--- src/rtl/serial_subtractor.sv ---
// Bit-serial two's-complement subtractor (diff = a - b), LSB first, with a start/busy/done handshake.
// Optional signed-overflow output `ovf` is enabled by defining SERIAL_SUB_OVF_EN.
module serial_subtractor #(
    parameter int WIDTH = 8
) (
    input  logic             clk,
    input  logic             rst,
    input  logic             start,
    input  logic [WIDTH-1:0] a,
    input  logic [WIDTH-1:0] b,
    output logic             busy,
    output logic             done,
    output logic [WIDTH-1:0] diff,
    output logic             borrow
`ifdef SERIAL_SUB_OVF_EN
    ,
    output logic             ovf
`endif
);

    localparam int CNT_W = (WIDTH > 1) ? $clog2(WIDTH) : 1;

    typedef enum logic [1:0] {
        IDLE = 2'd0,
        RUN  = 2'd1,
        DONE = 2'd2
    } state_t;

    state_t           state_q, state_d;
    logic [CNT_W-1:0] cnt_q, cnt_d;
    logic [WIDTH-1:0] a_q, a_d;
    logic [WIDTH-1:0] b_q, b_d;
    logic [WIDTH-1:0] diff_q, diff_d;
    logic             br_q, br_d;
    logic             busy_q, busy_d;
    logic             done_q, done_d;
    logic             borrow_q, borrow_d;
`ifdef SERIAL_SUB_OVF_EN
    logic             ovf_q, ovf_d;
`endif

    logic ai, bi, d_bit, br_nxt, last_bit;

    assign ai       = a_q[0];
    assign bi       = b_q[0];
    assign d_bit    = ai ^ bi ^ br_q;
    assign br_nxt   = (~ai & bi) | (~(ai ^ bi) & br_q);
    assign last_bit = (cnt_q == CNT_W'(WIDTH - 1));

    always_comb begin
        state_d  = state_q;
        cnt_d    = cnt_q;
        a_d      = a_q;
        b_d      = b_q;
        diff_d   = diff_q;
        br_d     = br_q;
        busy_d   = busy_q;
        done_d   = 1'b0;
        borrow_d = borrow_q;
`ifdef SERIAL_SUB_OVF_EN
        ovf_d    = ovf_q;
`endif
        case (state_q)
            IDLE, DONE: begin
                // DONE accepts a new start too, giving back-to-back operations
                if (start) begin
                    state_d  = RUN;
                    a_d      = a;
                    b_d      = b;
                    br_d     = 1'b0;
                    cnt_d    = '0;
                    diff_d   = '0;
                    borrow_d = 1'b0;
                    busy_d   = 1'b1;
`ifdef SERIAL_SUB_OVF_EN
                    ovf_d    = 1'b0;
`endif
                end else begin
                    state_d = IDLE;
                end
            end
            RUN: begin
                diff_d = {d_bit, diff_q[WIDTH-1:1]};
                a_d    = a_q >> 1;
                b_d    = b_q >> 1;
                br_d   = br_nxt;
                cnt_d  = cnt_q + CNT_W'(1);
                if (last_bit) begin
                    state_d  = DONE;
                    borrow_d = br_nxt;
                    busy_d   = 1'b0;
                    done_d   = 1'b1;
`ifdef SERIAL_SUB_OVF_EN
                    // operand MSBs sit at the LSB position on the final bit-cycle
                    ovf_d    = (ai ^ bi) & (ai ^ d_bit);
`endif
                end
            end
            default: state_d = IDLE;
        endcase
    end

    always_ff @(posedge clk) begin
        if (rst) begin
            state_q  <= IDLE;
            cnt_q    <= '0;
            a_q      <= '0;
            b_q      <= '0;
            diff_q   <= '0;
            br_q     <= 1'b0;
            busy_q   <= 1'b0;
            done_q   <= 1'b0;
            borrow_q <= 1'b0;
`ifdef SERIAL_SUB_OVF_EN
            ovf_q    <= 1'b0;
`endif
        end else begin
            state_q  <= state_d;
            cnt_q    <= cnt_d;
            a_q      <= a_d;
            b_q      <= b_d;
            diff_q   <= diff_d;
            br_q     <= br_d;
            busy_q   <= busy_d;
            done_q   <= done_d;
            borrow_q <= borrow_d;
`ifdef SERIAL_SUB_OVF_EN
            ovf_q    <= ovf_d;
`endif
        end
    end

    assign busy   = busy_q;
    assign done   = done_q;
    assign diff   = diff_q;
    assign borrow = borrow_q;
`ifdef SERIAL_SUB_OVF_EN
    assign ovf    = ovf_q;
`endif

endmodule

--- config.mk ---
export PLATFORM = sky130hd
export DESIGN_NAME = serial_subtractor
export DESIGN_NICKNAME = d
export VERILOG_FILES = /design/src/rtl/serial_subtractor.sv
export SDC_FILE = /design/constraint.sdc
export NUM_CORES = 1
export LEC_CHECK = 0
export BUFFER_PORTS_ARGS = -buffer_cell sky130_fd_sc_hd__buf_2
export CAP_MARGIN = 20
export CORE_UTILIZATION = 50
export DETAILED_ROUTE_END_ITERATION = 6
export PLACE_DENSITY = 0.74
export SLEW_MARGIN = 20
export SYNTH_ARGS = -nofsm -noshare
export SYNTH_HDL_FRONTEND = slang
export SYNTH_SLANG_ARGS = --single-unit
--- constraint.sdc ---
create_clock -name clk -period 3.2 [get_ports clk]
set_input_delay 0.64 -clock clk [delete_from_list [all_inputs] [get_ports clk]]
set_output_delay 0.64 -clock clk [all_outputs]
set_load 0.02 [all_outputs]
# Word level (Yosys, flattened, before mapping)
# Index checks and enable logic that the tools add are counted.
# totals
ff_bits	33
input_bits	19
output_inout_bits	11
word_cells	48
# op_classes
add_sub_neg	1
eq_ne	5
muxes	19
n_bitwise	8
reduce_logical	6
# ops
operator	count
8-bit one-hot mux with 2 select lines	3
8-bit 2-to-1 mux	3
1-bit 2-to-1 mux	6
1-bit one-hot mux with 2 select lines	3
3-bit one-hot mux with 2 select lines	1
2-bit inequality test (second input constant)	2
2-bit one-hot mux with 2 select lines	1
2-bit OR reduction	2
3-bit by 1-bit adder with 3-bit output (second input constant)	1
3-bit == test (second input constant)	1
3-bit 2-to-1 mux	1
1-bit NOT	3
3-bit AND reduction	1
1-bit AND	2
2-bit by 1-bit == test with 1-bit output (second input constant)	1
2-bit == test (second input constant)	1
2-bit zero test	1
2-bit 2-to-1 mux	1
2-bit AND reduction	1
2-bit nonzero test	1
1-bit XOR	2
1-bit bitwise OR	1

# Depth between registers and ports, before layout
# depth
word_depth	6
depth_mapped	5
ltp_nobuf	4

# Worst setup path after synthesis
# Ideal clock, no wire load.
# synth_path
path_kind	input to register
from	input start
to	register a_q[0]
setup_ps	91
t_arrival_ps	1276
slack_ps	1834
cell_stages	5
n_path_buf	2
path_cell_list	nor2b_1 > buf_4 > buf_6 > nand2_1 > a311oi_1
# synth_between
elab_chain_cells	2
# synth_rtl
item	line	source
start, declared	8	input logic start,
2-bit inequality test (no line)	-	
2-bit AND reduction (no line)	-	
end signal, assigned	107	a_q <= '0;
end signal, assigned	120	a_q <= a_d;
end, declared	31	logic [WIDTH-1:0] a_q, a_d;
# No other way between the ends.
# A chain may end at the register's enable or synchronous reset.

# Worst setup path in the final report
# layout_path
from	register state_q[0]
to	register b_q[1]
# layout_between
elab_chain_cells	4
word_cells_on_any_way	8
# layout_rtl
item	line	source
start, declared	29	state_t state_q, state_d;
start signal, assigned	118	state_q <= state_d;
2-bit == test or 2-bit zero test (tied branches)	63	case (state_q)
2-bit OR reduction	63	
2-bit inequality test (no line) or 2-bit nonzero test (tied branches)	-	
2-bit AND reduction (no line)	-	
end signal, assigned	108	b_q <= '0;
end signal, assigned	121	b_q <= b_d;
end, declared	32	logic [WIDTH-1:0] b_q, b_d;
# Parallel ways exist; a longest one is shown, timed or not.

==> results.sh <==
export IMPL_p_leak_nw=0.635
export IMPL_grt_pass1_wl_um=4640
export IMPL_drc_errors=0
export IMPL_cp_start_kind="flop"
export IMPL_start_util_pct=53.7
export IMPL_p_per_area_nw_per_um2=513
export IMPL_post_drt_via_cell_ratio=5.57
export IMPL_synth_nets=187
export IMPL_final_common_cell="nand2_1"
export IMPL_netlist_top_cell_by_area="dfxtp_1"
export IMPL_worstPathArrival_ns=1.85
export IMPL_drive_above_1_share_pct=20.1
export IMPL_r2r_start="state_q[0]"
export IMPL_cp_end_kind="flop"
export IMPL_numCtsBuffers=5
export IMPL_routed_wl_um=2860
export IMPL_io_buffer_count=29
export IMPL_status="finished, final reports clean"
export IMPL_postCtsHoldBufs=0
export IMPL_setup_tns_ns=0
export IMPL_synth_xor_area_share_pct=0
export IMPL_synth_compound_area_share_pct=15.2
export IMPL_die_width_um=54.1
export IMPL_vias=1220
export IMPL_r2r_cells=4
export IMPL_fp_row_count=18
export IMPL_met3_usage_pct=11.0
export IMPL_h_tree_depth=2
export IMPL_crit_fanout=17
export IMPL_hold_class="flop to flop"
export IMPL_cts_setup_buffers=0
export IMPL_cts_sinks=33
export IMPL_synth_top_area_share_pct=48.8
export IMPL_synth_fa_ha_area_share_pct=3.32
export IMPL_ant_nets=0
export IMPL_rsz0062_at_grt="no"
export IMPL_yosys_cell_types_count=20
export IMPL_drtIter0Drc=20
export IMPL_grt_util_met1_pct=24.7
export IMPL_grtUsageTotal_pct=23.1
export IMPL_worst_slew_pin_slew_ns=0.598
export IMPL_clk_pin_slew_worst_paths_ns=0.09
export IMPL_place_ws_ns=1.32
export IMPL_ir_drop_uv=332
export IMPL_finClkSkew_ns=0.00564
export IMPL_synth_top_family_by_area="simple AND/OR/NAND/NOR gates"
export IMPL_finalHoldViolCount=0
export IMPL_synth_cells=165
export IMPL_syn_cell_area_um2=1360
export IMPL_ioPinCount=30
export IMPL_overflow=0
export IMPL_insertion_delay_ns=0.33
export IMPL_core_um2=2520
export IMPL_cp_data_required_time_ns=3.43
export IMPL_synth_area_leaders="dfxtp_1 (49%), nand2_1 (11%), a311oi_1 (9.0%)"
export IMPL_cts_root_buffer="clkbuf_4"
export IMPL_post_cts_resized=0
export IMPL_antenna_found_initial=0
export IMPL_path_class="flop to flop"
export IMPL_r2r_slack_ns=1.59
export IMPL_synthMuxAreaShare_pct=0
export IMPL_grtUsageMet2_pct=39.5
export IMPL_dp_hpwl_um=1870
export IMPL_min_delay_path_depth=2
export IMPL_dieArea_um2=2920
export IMPL_diodes=0
export IMPL_ys_seq_area_share_pct=48.8
export IMPL_grt_max_degree=45
export IMPL_drv_slew=0
export IMPL_cap_violations=0
export IMPL_cts_tree="built"
export IMPL_cts_buffer_depth=2
export IMPL_hp_start="diff[2]"
export IMPL_mostFrequentLayoutCells="nand2_1 (41), dfxtp_1 (33), buf_2 (29)"
export IMPL_path_cells="nand2b_1, buf_4, nand2_1, a311oi_1"
export IMPL_setup_viol=0
export IMPL_syn_area_per_cell_um2=8.21
export IMPL_fin_crit_sh_pct=50.4
export IMPL_slowest_stage="nand2b_1"
export IMPL_max_slew_margin_pct=60.2
export IMPL_hold_path_end="diff[1]"
export IMPL_yosys_area_share_simple_pct=26.2
export IMPL_place_gp_congestion=0.698
export IMPL_max_stage_delay_ns=0.44
export IMPL_ys_warnings_count=0
export IMPL_fill_cells=247
export IMPL_dieHeight_um=54.1
export IMPL_wl_per_cell_um=13.0
export IMPL_ys_seq_elements=33
export IMPL_busiest_layer="met2"
export IMPL_area_growth_pct=13.0
export IMPL_fin_crit_ns=1.61
export IMPL_nNetsFinal=211
export IMPL_first_pass_iters=4
export IMPL_layout_setup_ws_ns=1.59
export IMPL_fmax_mhz=620
export IMPL_r2r_end="b_q[1]"
export IMPL_grt_pass1_vias=1100
==> critical path: cells and delay by family (launching register included) <==
kind            cells  cell delay [ns]
flops               1             0.37
simple gates        2             0.52
buf+inv             1             0.32
compound gates      1             0.30
==> logic make-up (layout without fill, tap and decap cells) <==
kind of cell,after synthesis,in the layout
fa+ha+maj,3,3
buf+inv,16,40
compound gates,30,30
flops,33,33
simple gates,83,83
==> synthesized netlist by cell type <==
cell      instances
fa_1              1
buf_4             3
buf_2             7
nand3_1          16
a311oi_1         14
nand2b_1          4
inv_1             1
ha_1              2
nor2b_1           1
and2b_1           1
clkbuf_1          4
nand3b_1          1
o21a_1            1
a21oi_1          14
buf_6             1
a31oi_1           1
dfxtp_1          33
nand2_1          41
nor2_1           18
nor3b_1           1
==> layout make-up <==
class                   count  area [um2]  share of cell area (%)
flip-flops and latches     33         661                    43.1
multi-input cells         116         607                    39.6
repair buffers             32         168                    10.9
clock buffers               7        55.1                    3.59
well taps                  30        37.5                    2.45
inverters                   1        3.75                   0.245
==> sequential cells by signal, summed over array words and instances (netlist names) <==
signal	flops
done	1
busy	1
a_q	8
state_q	2
b_q	8
br_q	1
cnt_q	3
diff	8
borrow	1
==> routing by layer <==
layer / share of wire [%] / up-vias
met5: 0 / -
met4: 0.98 / 0
met3: 6.4 / 5
met2: 49 / 38
met1: 44 / 569
li1: - / 608
==> power by group <==
| group | total [mW] | leakage [nW] | internal (mW) | switching, mW |
|---|---|---|---|---|
| Combinational | 0.103 | 0.333 | 0.0384 | 0.0646 |
| Sequential | 0.448 | 0.270 | 0.435 | 0.0134 |
| Clock | 0.235 | 0.0314 | 0.104 | 0.131 |
| Total | 0.786 | 0.635 | 0.577 | 0.209 |
==> stage by stage <==
step | hold WS, ns | total power, mW | instance area [um2] | utilization [%] | cells
5_1_grt | 0.492 | 0.833 | 1530 | 60.7 | 219
6_report | 0.467 | 0.786 | 1530 | 60.7 | 219
3_3_place_gp | 0.452 | 0.554 | 1480 | 58.5 | 212
2_1_floorplan | 0.448 | 0.534 | 1360 | - | 165
4_1_cts | 0.468 | 0.793 | 1530 | 60.7 | 219
3_5_place_dp | 0.454 | 0.560 | 1480 | 58.5 | 212
==> worst max-delay path by stage <==
stage               start     end  cells past startpoint
6_report       state_q[0]  b_q[1]                      4
3_5_place_dp        start  a_q[5]                      5
2_1_floorplan       start  a_q[0]                      5
4_1_cts        state_q[0]  b_q[1]                      4
5_1_grt        state_q[0]  a_q[5]                      4
3_3_place_gp        start  a_q[4]                      5
Power figures use the tool's default switching activity.
